<file path="src/rtl/l1_biu_pkg.sv">
// Shared state encoding and default geometry for the L1 bus interface unit.
package l1_biu_pkg;

  localparam int DEF_ADDR_WIDTH = 24;
  localparam int DEF_LINE_WID   = 7;
  localparam int DEF_TIMEOUT    = 255;

  typedef enum logic [2:0] {
    ST_IDLE    = 3'd0,
    ST_LINE_RD = 3'd1,
    ST_SGL_RD  = 3'd2,
    ST_SGL_WR  = 3'd3,
    ST_DONE    = 3'd4,
    ST_FAULT   = 3'd5
  } state_e;

endpackage

</file>
<file path="src/rtl/l1_biu_watchdog.sv">
// Saturating count of consecutive bus_req cycles that have not been acknowledged.
module biu_watchdog
  import l1_biu_pkg::*;
#(
  parameter int TIMEOUT = DEF_TIMEOUT
) (
  input  logic clk,
  input  logic rst,
  input  logic clear,
  input  logic run,
  output logic expired
);

  localparam int CW = $clog2(TIMEOUT + 1);
  localparam logic [CW-1:0] TC_LAST = CW'(TIMEOUT - 1);
  localparam logic [CW-1:0] TC_SAT  = CW'(TIMEOUT);
  localparam logic [CW-1:0] CNT_ONE = CW'(1);

  logic [CW-1:0] cnt_q, cnt_d;

  always_comb begin
    cnt_d = cnt_q;
    if (clear) begin
      cnt_d = '0;
    end else if (run && (cnt_q != TC_SAT)) begin
      cnt_d = cnt_q + CNT_ONE;
    end
  end

  always_ff @(posedge clk or negedge rst) begin
    if (!rst) begin
      cnt_q <= '0;
    end else begin
      cnt_q <= cnt_d;
    end
  end

  // Fires in the last un-acked cycle so bus_req is high for exactly TIMEOUT cycles.
  assign expired = run && (cnt_q >= TC_LAST);

endmodule

</file>
<file path="src/rtl/l1_biu.sv">
// L1 cache bus interface: line fills, single reads and write-through writes.
// state   | meaning
// IDLE    | waiting for a cache request
// LINE_RD | streaming 2^LINE_WID byte reads of one line
// SGL_RD  | one byte read at pa
// SGL_WR  | one byte write-through at pa
// DONE    | one-cycle guard against stale request levels
// FAULT   | bus error or timeout, bus_error pulses here
module l1_biu
  import l1_biu_pkg::*;
#(
  parameter int ADDR_WIDTH = DEF_ADDR_WIDTH,
  parameter int LINE_WID   = DEF_LINE_WID,
  parameter int TIMEOUT    = DEF_TIMEOUT
) (
  input  logic                  clk,
  input  logic                  rst,
  input  logic                  write_through_req,
  input  logic                  read_req,
  input  logic                  read_line_req,
  input  logic [ADDR_WIDTH-1:0] pa,
  input  logic [7:0]            wt_data,
  output logic [7:0]            line_data,
  output logic [LINE_WID-1:0]   addr_count,
  output logic                  line_write,
  output logic                  cache_entry_refill,
  output logic                  trans_rdy,
  output logic                  bus_error,
  output logic                  bus_req,
  output logic                  bus_we,
  output logic [ADDR_WIDTH-1:0] bus_addr,
  output logic [7:0]            bus_wdata,
  input  logic [7:0]            bus_rdata,
  input  logic                  bus_ack,
  input  logic                  bus_err
);

  localparam int BW = ADDR_WIDTH - LINE_WID;
  localparam logic [LINE_WID-1:0] BEAT_ONE = LINE_WID'(1);

  state_e                state_q, state_d;
  logic                  bus_req_q, bus_req_d;
  logic                  bus_we_q, bus_we_d;
  logic [ADDR_WIDTH-1:0] bus_addr_q, bus_addr_d;
  logic [7:0]            bus_wdata_q, bus_wdata_d;
  logic [7:0]            line_data_q, line_data_d;
  logic [LINE_WID-1:0]   addr_count_q, addr_count_d;
  logic                  line_write_q, line_write_d;
  logic                  refill_q, refill_d;
  logic                  trans_rdy_q, trans_rdy_d;
  logic                  bus_error_q, bus_error_d;
  logic [BW-1:0]         base_q, base_d;
  logic [LINE_WID-1:0]   beat_q, beat_d;
  logic [LINE_WID-1:0]   beat_nxt;
  logic                  wd_clear, wd_run, wd_expired, bus_fail;

  assign wd_clear = ~bus_req_q | bus_ack | bus_err;
  assign wd_run   = bus_req_q & ~bus_ack & ~bus_err;

  biu_watchdog #(.TIMEOUT(TIMEOUT)) u_watchdog (
    .clk     (clk),
    .rst     (rst),
    .clear   (wd_clear),
    .run     (wd_run),
    .expired (wd_expired)
  );

  // bus_err wins over a simultaneous bus_ack.
  assign bus_fail = bus_err | wd_expired;
  assign beat_nxt = beat_q + BEAT_ONE;

  always_comb begin
    state_d      = state_q;
    bus_req_d    = bus_req_q;
    bus_we_d     = bus_we_q;
    bus_addr_d   = bus_addr_q;
    bus_wdata_d  = bus_wdata_q;
    line_data_d  = line_data_q;
    addr_count_d = addr_count_q;
    base_d       = base_q;
    beat_d       = beat_q;
    line_write_d = 1'b0;
    refill_d     = 1'b0;
    trans_rdy_d  = 1'b0;
    bus_error_d  = 1'b0;

    case (state_q)
      ST_IDLE: begin
        if (read_line_req) begin
          state_d    = ST_LINE_RD;
          bus_req_d  = 1'b1;
          bus_we_d   = 1'b0;
          base_d     = pa[ADDR_WIDTH-1:LINE_WID];
          beat_d     = '0;
          bus_addr_d = {pa[ADDR_WIDTH-1:LINE_WID], {LINE_WID{1'b0}}};
        end else if (read_req) begin
          state_d    = ST_SGL_RD;
          bus_req_d  = 1'b1;
          bus_we_d   = 1'b0;
          bus_addr_d = pa;
        end else if (write_through_req) begin
          state_d     = ST_SGL_WR;
          bus_req_d   = 1'b1;
          bus_we_d    = 1'b1;
          bus_addr_d  = pa;
          bus_wdata_d = wt_data;
        end
      end
      ST_LINE_RD, ST_SGL_RD, ST_SGL_WR: begin
        if (bus_fail) begin
          state_d     = ST_FAULT;
          bus_req_d   = 1'b0;
          bus_we_d    = 1'b0;
          bus_error_d = 1'b1;
        end else if (bus_ack) begin
          if (state_q == ST_LINE_RD) begin
            line_data_d  = bus_rdata;
            addr_count_d = beat_q;
            line_write_d = 1'b1;
            if (&beat_q) begin
              refill_d    = 1'b1;
              trans_rdy_d = 1'b1;
              bus_req_d   = 1'b0;
              state_d     = ST_DONE;
            end else begin
              beat_d     = beat_nxt;
              bus_addr_d = {base_q, beat_nxt};
            end
          end else begin
            if (state_q == ST_SGL_RD) begin
              line_data_d = bus_rdata;
            end
            trans_rdy_d = 1'b1;
            bus_req_d   = 1'b0;
            bus_we_d    = 1'b0;
            state_d     = ST_DONE;
          end
        end
      end
      ST_DONE:  state_d = ST_IDLE;
      ST_FAULT: state_d = ST_DONE;
      default:  state_d = ST_IDLE;
    endcase
  end

  always_ff @(posedge clk or negedge rst) begin
    if (!rst) begin
      state_q      <= ST_IDLE;
      bus_req_q    <= 1'b0;
      bus_we_q     <= 1'b0;
      bus_addr_q   <= '0;
      bus_wdata_q  <= '0;
      line_data_q  <= '0;
      addr_count_q <= '0;
      line_write_q <= 1'b0;
      refill_q     <= 1'b0;
      trans_rdy_q  <= 1'b0;
      bus_error_q  <= 1'b0;
      base_q       <= '0;
      beat_q       <= '0;
    end else begin
      state_q      <= state_d;
      bus_req_q    <= bus_req_d;
      bus_we_q     <= bus_we_d;
      bus_addr_q   <= bus_addr_d;
      bus_wdata_q  <= bus_wdata_d;
      line_data_q  <= line_data_d;
      addr_count_q <= addr_count_d;
      line_write_q <= line_write_d;
      refill_q     <= refill_d;
      trans_rdy_q  <= trans_rdy_d;
      bus_error_q  <= bus_error_d;
      base_q       <= base_d;
      beat_q       <= beat_d;
    end
  end

  assign bus_req            = bus_req_q;
  assign bus_we             = bus_we_q;
  assign bus_addr           = bus_addr_q;
  assign bus_wdata          = bus_wdata_q;
  assign line_data          = line_data_q;
  assign addr_count         = addr_count_q;
  assign line_write         = line_write_q;
  assign cache_entry_refill = refill_q;
  assign trans_rdy          = trans_rdy_q;
  assign bus_error          = bus_error_q;

endmodule

</file>
<file path="config.mk">
export PLATFORM = sky130hd
export DESIGN_NAME = l1_biu
export DESIGN_NICKNAME = d
export VERILOG_FILES = /design/src/rtl/l1_biu_pkg.sv /design/src/rtl/l1_biu_watchdog.sv /design/src/rtl/l1_biu.sv
export SDC_FILE = /design/constraint.sdc
export NUM_CORES = 1
export LEC_CHECK = 0
export ABC_AREA = 1
export CAP_MARGIN = 20
export CORE_AREA = 2 2 118 74
export CTS_BUF_LIST = sky130_fd_sc_hd__clkbuf_8
export CTS_CLUSTER_SIZE = 14
export DETAILED_ROUTE_END_ITERATION = 6
export DIE_AREA = 0 0 120 76
export PLACE_DENSITY = 0.82
export RECOVER_POWER = 25
export SLEW_MARGIN = 20
export SYNTH_ARGS = -nofsm -noshare
export SYNTH_HDL_FRONTEND = slang
export SYNTH_SLANG_ARGS = --single-unit
</file>
<file path="constraint.sdc">
create_clock -name clk -period 2 [get_ports clk]
set_input_delay 0.2 -clock clk [delete_from_list [all_inputs] [get_ports clk]]
set_output_delay 0.2 -clock clk [all_outputs]
set_load 0.02 [all_outputs]
</file>
# Word-level counts from Yosys, hierarchy flattened

Index checks and enable logic that the tools add are counted.

Register bits after elaboration: 88
Input bits: 47
Output and inout port bits: 53
Word-level logic and storage cells: 114

Add/subtract/negate cells: 2
$lt $le $gt $ge: 1
Eq/ne operators: 14
Mux-type cells: 55
Bitwise logic cells: 11
Reduce and logical (&&, ||, !) cells: 17

Operators with widths:

| operator              | number |
|---|---|
| $mux W24              | 7 |
| $pmux W24 S2          | 1 |
| $mux W7               | 5 |
| $mux W8               | 4 |
| $mux W1               | 27 |
| $mux W3               | 7 |
| $reduce_and A4 Y1     | 5 |
| $pmux W7 S2           | 1 |
| $reduce_and A6 Y1     | 2 |
| $ne A2 B2 Y1 const B  | 5 |
| $pmux W3 S3           | 1 |
| $add A8 B1 Y8 const B | 1 |
| $ge A8 B8 Y1 const B  | 1 |
| $ne A4 B4 Y1 const B  | 2 |
| $ne A8 B8 Y1 const B  | 1 |
| $add A7 B1 Y7 const B | 1 |
| $reduce_and A7 Y1     | 1 |
| $eq A3 B2 Y1 const B  | 2 |
| $ne A3 B3 Y1 const B  | 2 |
| $not A1 Y1            | 6 |
| $reduce_bool A2 Y1    | 3 |
| $pmux W1 S2           | 2 |
| $eq A3 B1 Y1 const B  | 1 |
| $eq A3 B3 Y1 const B  | 1 |
| 7 further kinds       | 11 |

# Logic depth before layout (Yosys ltp)

Word-level depth: 7
Depth in mapped cells: 12
Mapped depth without buffers: 11

# Modules after synthesis

From an unflattened synthesis, not the netlist that was laid out.

Cells, all modules: 521
Area total of the unflattened synthesis: 4145.2 µm²

Modules (own cells, without submodules):

| module       | times used | cells each | area an instance (µm²) |
|---|---|---|---|
| l1_biu       | 1          | 446        | 3617.2 |
| biu_watchdog | 1          | 75         | 528.0 |

# Least setup slack after synthesis

Ideal clock, no wire load.

Kind: register to register
Start: reg state_q[1]
End: reg bus_addr_q[0] (netlist: bus_addr[0])
Data arrival time: 1.536 ns
Data required time: 1.883 ns
Setup slack: 0.347 ns
Stages on the path, launching flop included: 10
Clock period less this slack: 1.653 ns
Cells stage by stage: dfrtp_1 nor2_2 nor2_1 buf_2 nand2_1 nor3b_4 nand2_2 buf_6 nand2_1 nand2_1

Cells in the longest elaborated chain, start to end: 4
Elaborated cells between the ends (all ways): 13

RTL lines:

| what                                                         | RTL line                    | RTL |
|---|---|---|
| start, declared                                              | l1_biu.sv:41                | `state_e state_q, state_d;` |
| start signal, assigned                                       | l1_biu.sv:162               | `state_q <= state_d;` |
| $eq A3 B1 Y1 or $eq A3 B2 Y1 (tied branches)                 | l1_biu.sv:87, l1_biu.sv:116 |  |
| $reduce_or A3 Y1                                             | l1_biu.sv:87                | `case (state_q)` |
| $ne A2 B2 Y1 (no line) or $reduce_bool A2 Y1 (tied branches) | --                          |  |
| $reduce_and A6 Y1 (no line)                                  | --                          |  |
| end signal, assigned                                         | l1_biu.sv:165               | `bus_addr_q <= bus_addr_d;` |
| end, declared                                                | l1_biu.sv:44                | `logic [ADDR_WIDTH-1:0] bus_addr_q, bus_addr_d;` |

Several ways; a longest one is shown, not always the timed one.
A chain may end at the register's enable or synchronous reset.

# Worst setup path after layout

Start: reg beat_q[1]
End: reg bus_req_q (netlist: bus_req)

Cells in the longest elaborated chain, start to end: 3

RTL lines:

| what                        | RTL line      | RTL |
|---|---|---|
| start, declared             | l1_biu.sv:53  | `logic [LINE_WID-1:0] beat_q, beat_d;` |
| start signal, assigned      | l1_biu.sv:174 | `beat_q <= beat_d;` |
| $reduce_and A7 Y1           | l1_biu.sv:120 | `if (&beat_q) begin` |
| $ne A4 B4 Y1 (no line)      | --            |  |
| $reduce_and A4 Y1 (no line) | --            |  |
| end signal, assigned        | l1_biu.sv:163 | `bus_req_q <= bus_req_d;` |
| end, declared               | l1_biu.sv:42  | `logic bus_req_q, bus_req_d;` |

Every way passes these cells.

==> metrics.txt <==
Starting Density 0.490; top-area cell type share of the netlist area 0.550; worst clock skew 0.0132 ns; maximum VDD drop 919 uV; final number of setup-violating endpoints 0; final WL 9.56 mm; Critical Path Most Common Cell nand2_1; Critical Path Sink Type register; most common cell in the synthesized netlist nand2_1; Post-Syn Area per Cell 8.55 um^2; ranking of synthesized cells by area dfrtp_1 55%, nand2_1 14%, o21ai_0 7.0%; Multi-input gate area 1550 um^2; WP data arrival 2.05 ns; count of pins over their slew limit 0; Post-synth EDFFs 0; startpoint types register; CP peak stage delay 0.42 ns; # diodes 0; CP bufs+invs 0; post-CTS setup buffer count 0; core area 8170 um^2; Root Buffer clkbuf_8; Yosys cell types 27; largest net degree at the start of global routing 45; period utilization 0.896; die area 9120 um^2; Seq/Total Area, Yosys 0.550; FF+latch count, synth 88; # DRC 0; area leader, netlist dfrtp_1; CTS H-tree lvls 3; Worst slew margin 0.452; Vias per Instance 5.14; hold crit path type in -> async; fin crit period 1.79 ns; layout cells sized above 1 0.0990; I/O pin count 100; GPL Wtd Cong 0.909; clock sink count 88; wire per inst around 14 um; HPWL after DPL 7.09 mm; grt total ovfl 0; Post-Syn Area roughly 4000 um^2; std cell rows 26; gr usage total 0.227; Critical Path Fanout Max 6; initial antenna violation count 0; max-cap check violation count 0; Syn Nets 518; fill cell total of the finished layout 652; number of global-route vias before repair 3,458; initial DRC count 291; PwrDens 1510 nW/um^2; Final ANT Viol Nets 0; Port Buffers 99; worst slew pin tran 0.822 ns; die width 120 um; Slowest-stage cell, CP dfrtp_1; FF/Latch Area 2200 um^2; via count 3,539; P_leak 2.59 nW; synth cell count leaders 154 x nand2_1, 88 x dfrtp_1, 56 x o21ai_0; clock latency on the worst-skew pair 0.37 ns; Die H between 70 and 80 um; status finished clean; Highest Clock Rate 0.558 GHz; Max Buffers Root-to-Sink 2; Hold Vio Cnt, Final 0; worst-path cell chain ha_1 > nand3_1 > nor2_1 > nor2_1 > o21ai_1 > nand2_1 > nand2_1 > nand2_1; Total Nets Final ~620; Critical Path RT 2.26 ns; P&R area growth vs syn 34.2%; global-route wire length before repair 16.4 mm; CTS tree done; CP Class reg -> reg; Final TNS setup 0 ns; Top delay family on crit path simple AND/OR/NAND/NOR gates; Detailed Routing Iterations Pass 1 5; yosys warns 0; asr flop ratio synth 1.00; Worst-path clk slew around 0.09 ns; post-layout util 0.658; Syn Inst Count ~470; TritonCTS Buffers 9; Synth Flop Type dfrtp_1
[through the flow]
| step | area, um^2 | instances | power [W] | worst slack, ns | hold slack (ns) |
|---|---|---|---|---|---|
| after floorplan | 4000 | 468 | 0.00515 | 0.347 | -0.0956 |
| after global placement | 5140 | 671 | 0.00654 | 0.135 | 0.153 |
| after detailed placement | 5140 | 671 | 0.00671 | 0.0401 | 0.151 |
| after CTS | 5370 | 688 | 0.00809 | 0.0299 | 0.302 |
| after global routing | 5370 | 688 | 0.00867 | -0.00198 | 0.423 |
| final | 5370 | 688 | 0.00809 | 0.209 | 0.405 |
[sequential cells by signal (all words and copies together), names as in the netlist]
name,flops
bus_addr,24
base_q,17
bus_wdata,8
line_data,8
u_watchdog.cnt_q,8
addr_count,7
beat_q,7
state_q,3
bus_error,1
bus_req,1
bus_we,1
cache_entry_refill,1
line_write,1
trans_rdy,1
[power breakdown]
| part | internal [W] | switching (W) | total, W |
|---|---|---|---|
| Combinational | 0.00162 | 0.00229 | 0.00391 |
| Clock | 0.000702 | 0.000656 | 0.00136 |
| Sequential | 0.00245 | 0.000373 | 0.00282 |
| Total | 0.00477 | 0.00332 | 0.00809 |
[logic make-up (layout without fill, tap and decap cells)]
kind of cell,count (synthesis),in the layout,synth area share
XOR/XNOR,1,1,0.00219
AO/OA/AOI/OAI,65,65,0.0844
AND/OR/NAND/NOR,231,231,0.244
buffers and inverters,64,172,0.0653
adder cells (fa/ha/maj),3,3,0.00938
flip-flops,88,88,0.550
multiplexers,16,16,0.0450
[path summary, 6_finish.rpt]
path,start,to,slack (ns),depth (start not counted)
worst max register to register,beat_q[1]$_DFFE_PN0P_,bus_req$_DFFE_PN0P_,0.21,8
worst min-delay path,rst,beat_q[1]$_DFFE_PN0P_,0.40,2
min in group clk,pa[23],base_q[16]$_DFFE_PN0P_,0.42,3
max in group asynchronous,rst,bus_wdata[2]$_DFFE_PN0P_,0.33,3
worst max-delay path,beat_q[1]$_DFFE_PN0P_,bus_req$_DFFE_PN0P_,0.21,8
worst min register to register,bus_addr[0]$_DFFE_PN0P_,bus_addr[0]$_DFFE_PN0P_,0.48,2
[cells in the final DEF, fill, tap and decap left out, types with 2 or more instances in the layout]
master	netlist	layout
nand2_1	154	153
clkdlybuf4s50_1	0	98
dfrtp_1	88	88
o21ai_0	56	55
nand3_1	46	46
inv_1	43	43
nor2_1	17	17
mux2_2	16	16
clkbuf_8	0	9
a21oi_1	5	5
buf_4	0	5
inv_2	3	3
nor2_2	3	3
nand2_4	1	3
ha_1	3	3
clkinvlp_4	0	3
nor3_1	2	2
nand2_2	3	2
or2_2	2	2
bufinv_16	0	2
clkbuf_2	1	2
buf_6	2	2
[what timing repair did]
action | 4_1_cts | 5_1_grt
hold endpoints to repair | 26 | 0
setup endpoints to repair | 0 | 35
gates resized for setup | 0 | 6
hold buffers | 1 | 0
[per-layer routing]
metal / global-route usage / up-vias / wire length [um]
met2: 0.343 / 139 / 4280
met1: 0.306 / 1683 / 4190
met5: 0 / - / 0
li1: - / 1703 / -
met3: 0.0898 / 14 / 949
met4: 0.0659 / 0 / 139
[cell type report]
class / instances / share of cell area
clock buffers: 9 / 0.0231
clock inverters: 7 / 0.0179
inverters: 46 / 0.0321
multi-input cells: 316 / 0.289
flip-flops and latches: 88 / 0.410
well taps: 112 / 0.0261
repair buffers: 110 / 0.202
No activity file was read; power rests on OpenSTA's default activity.
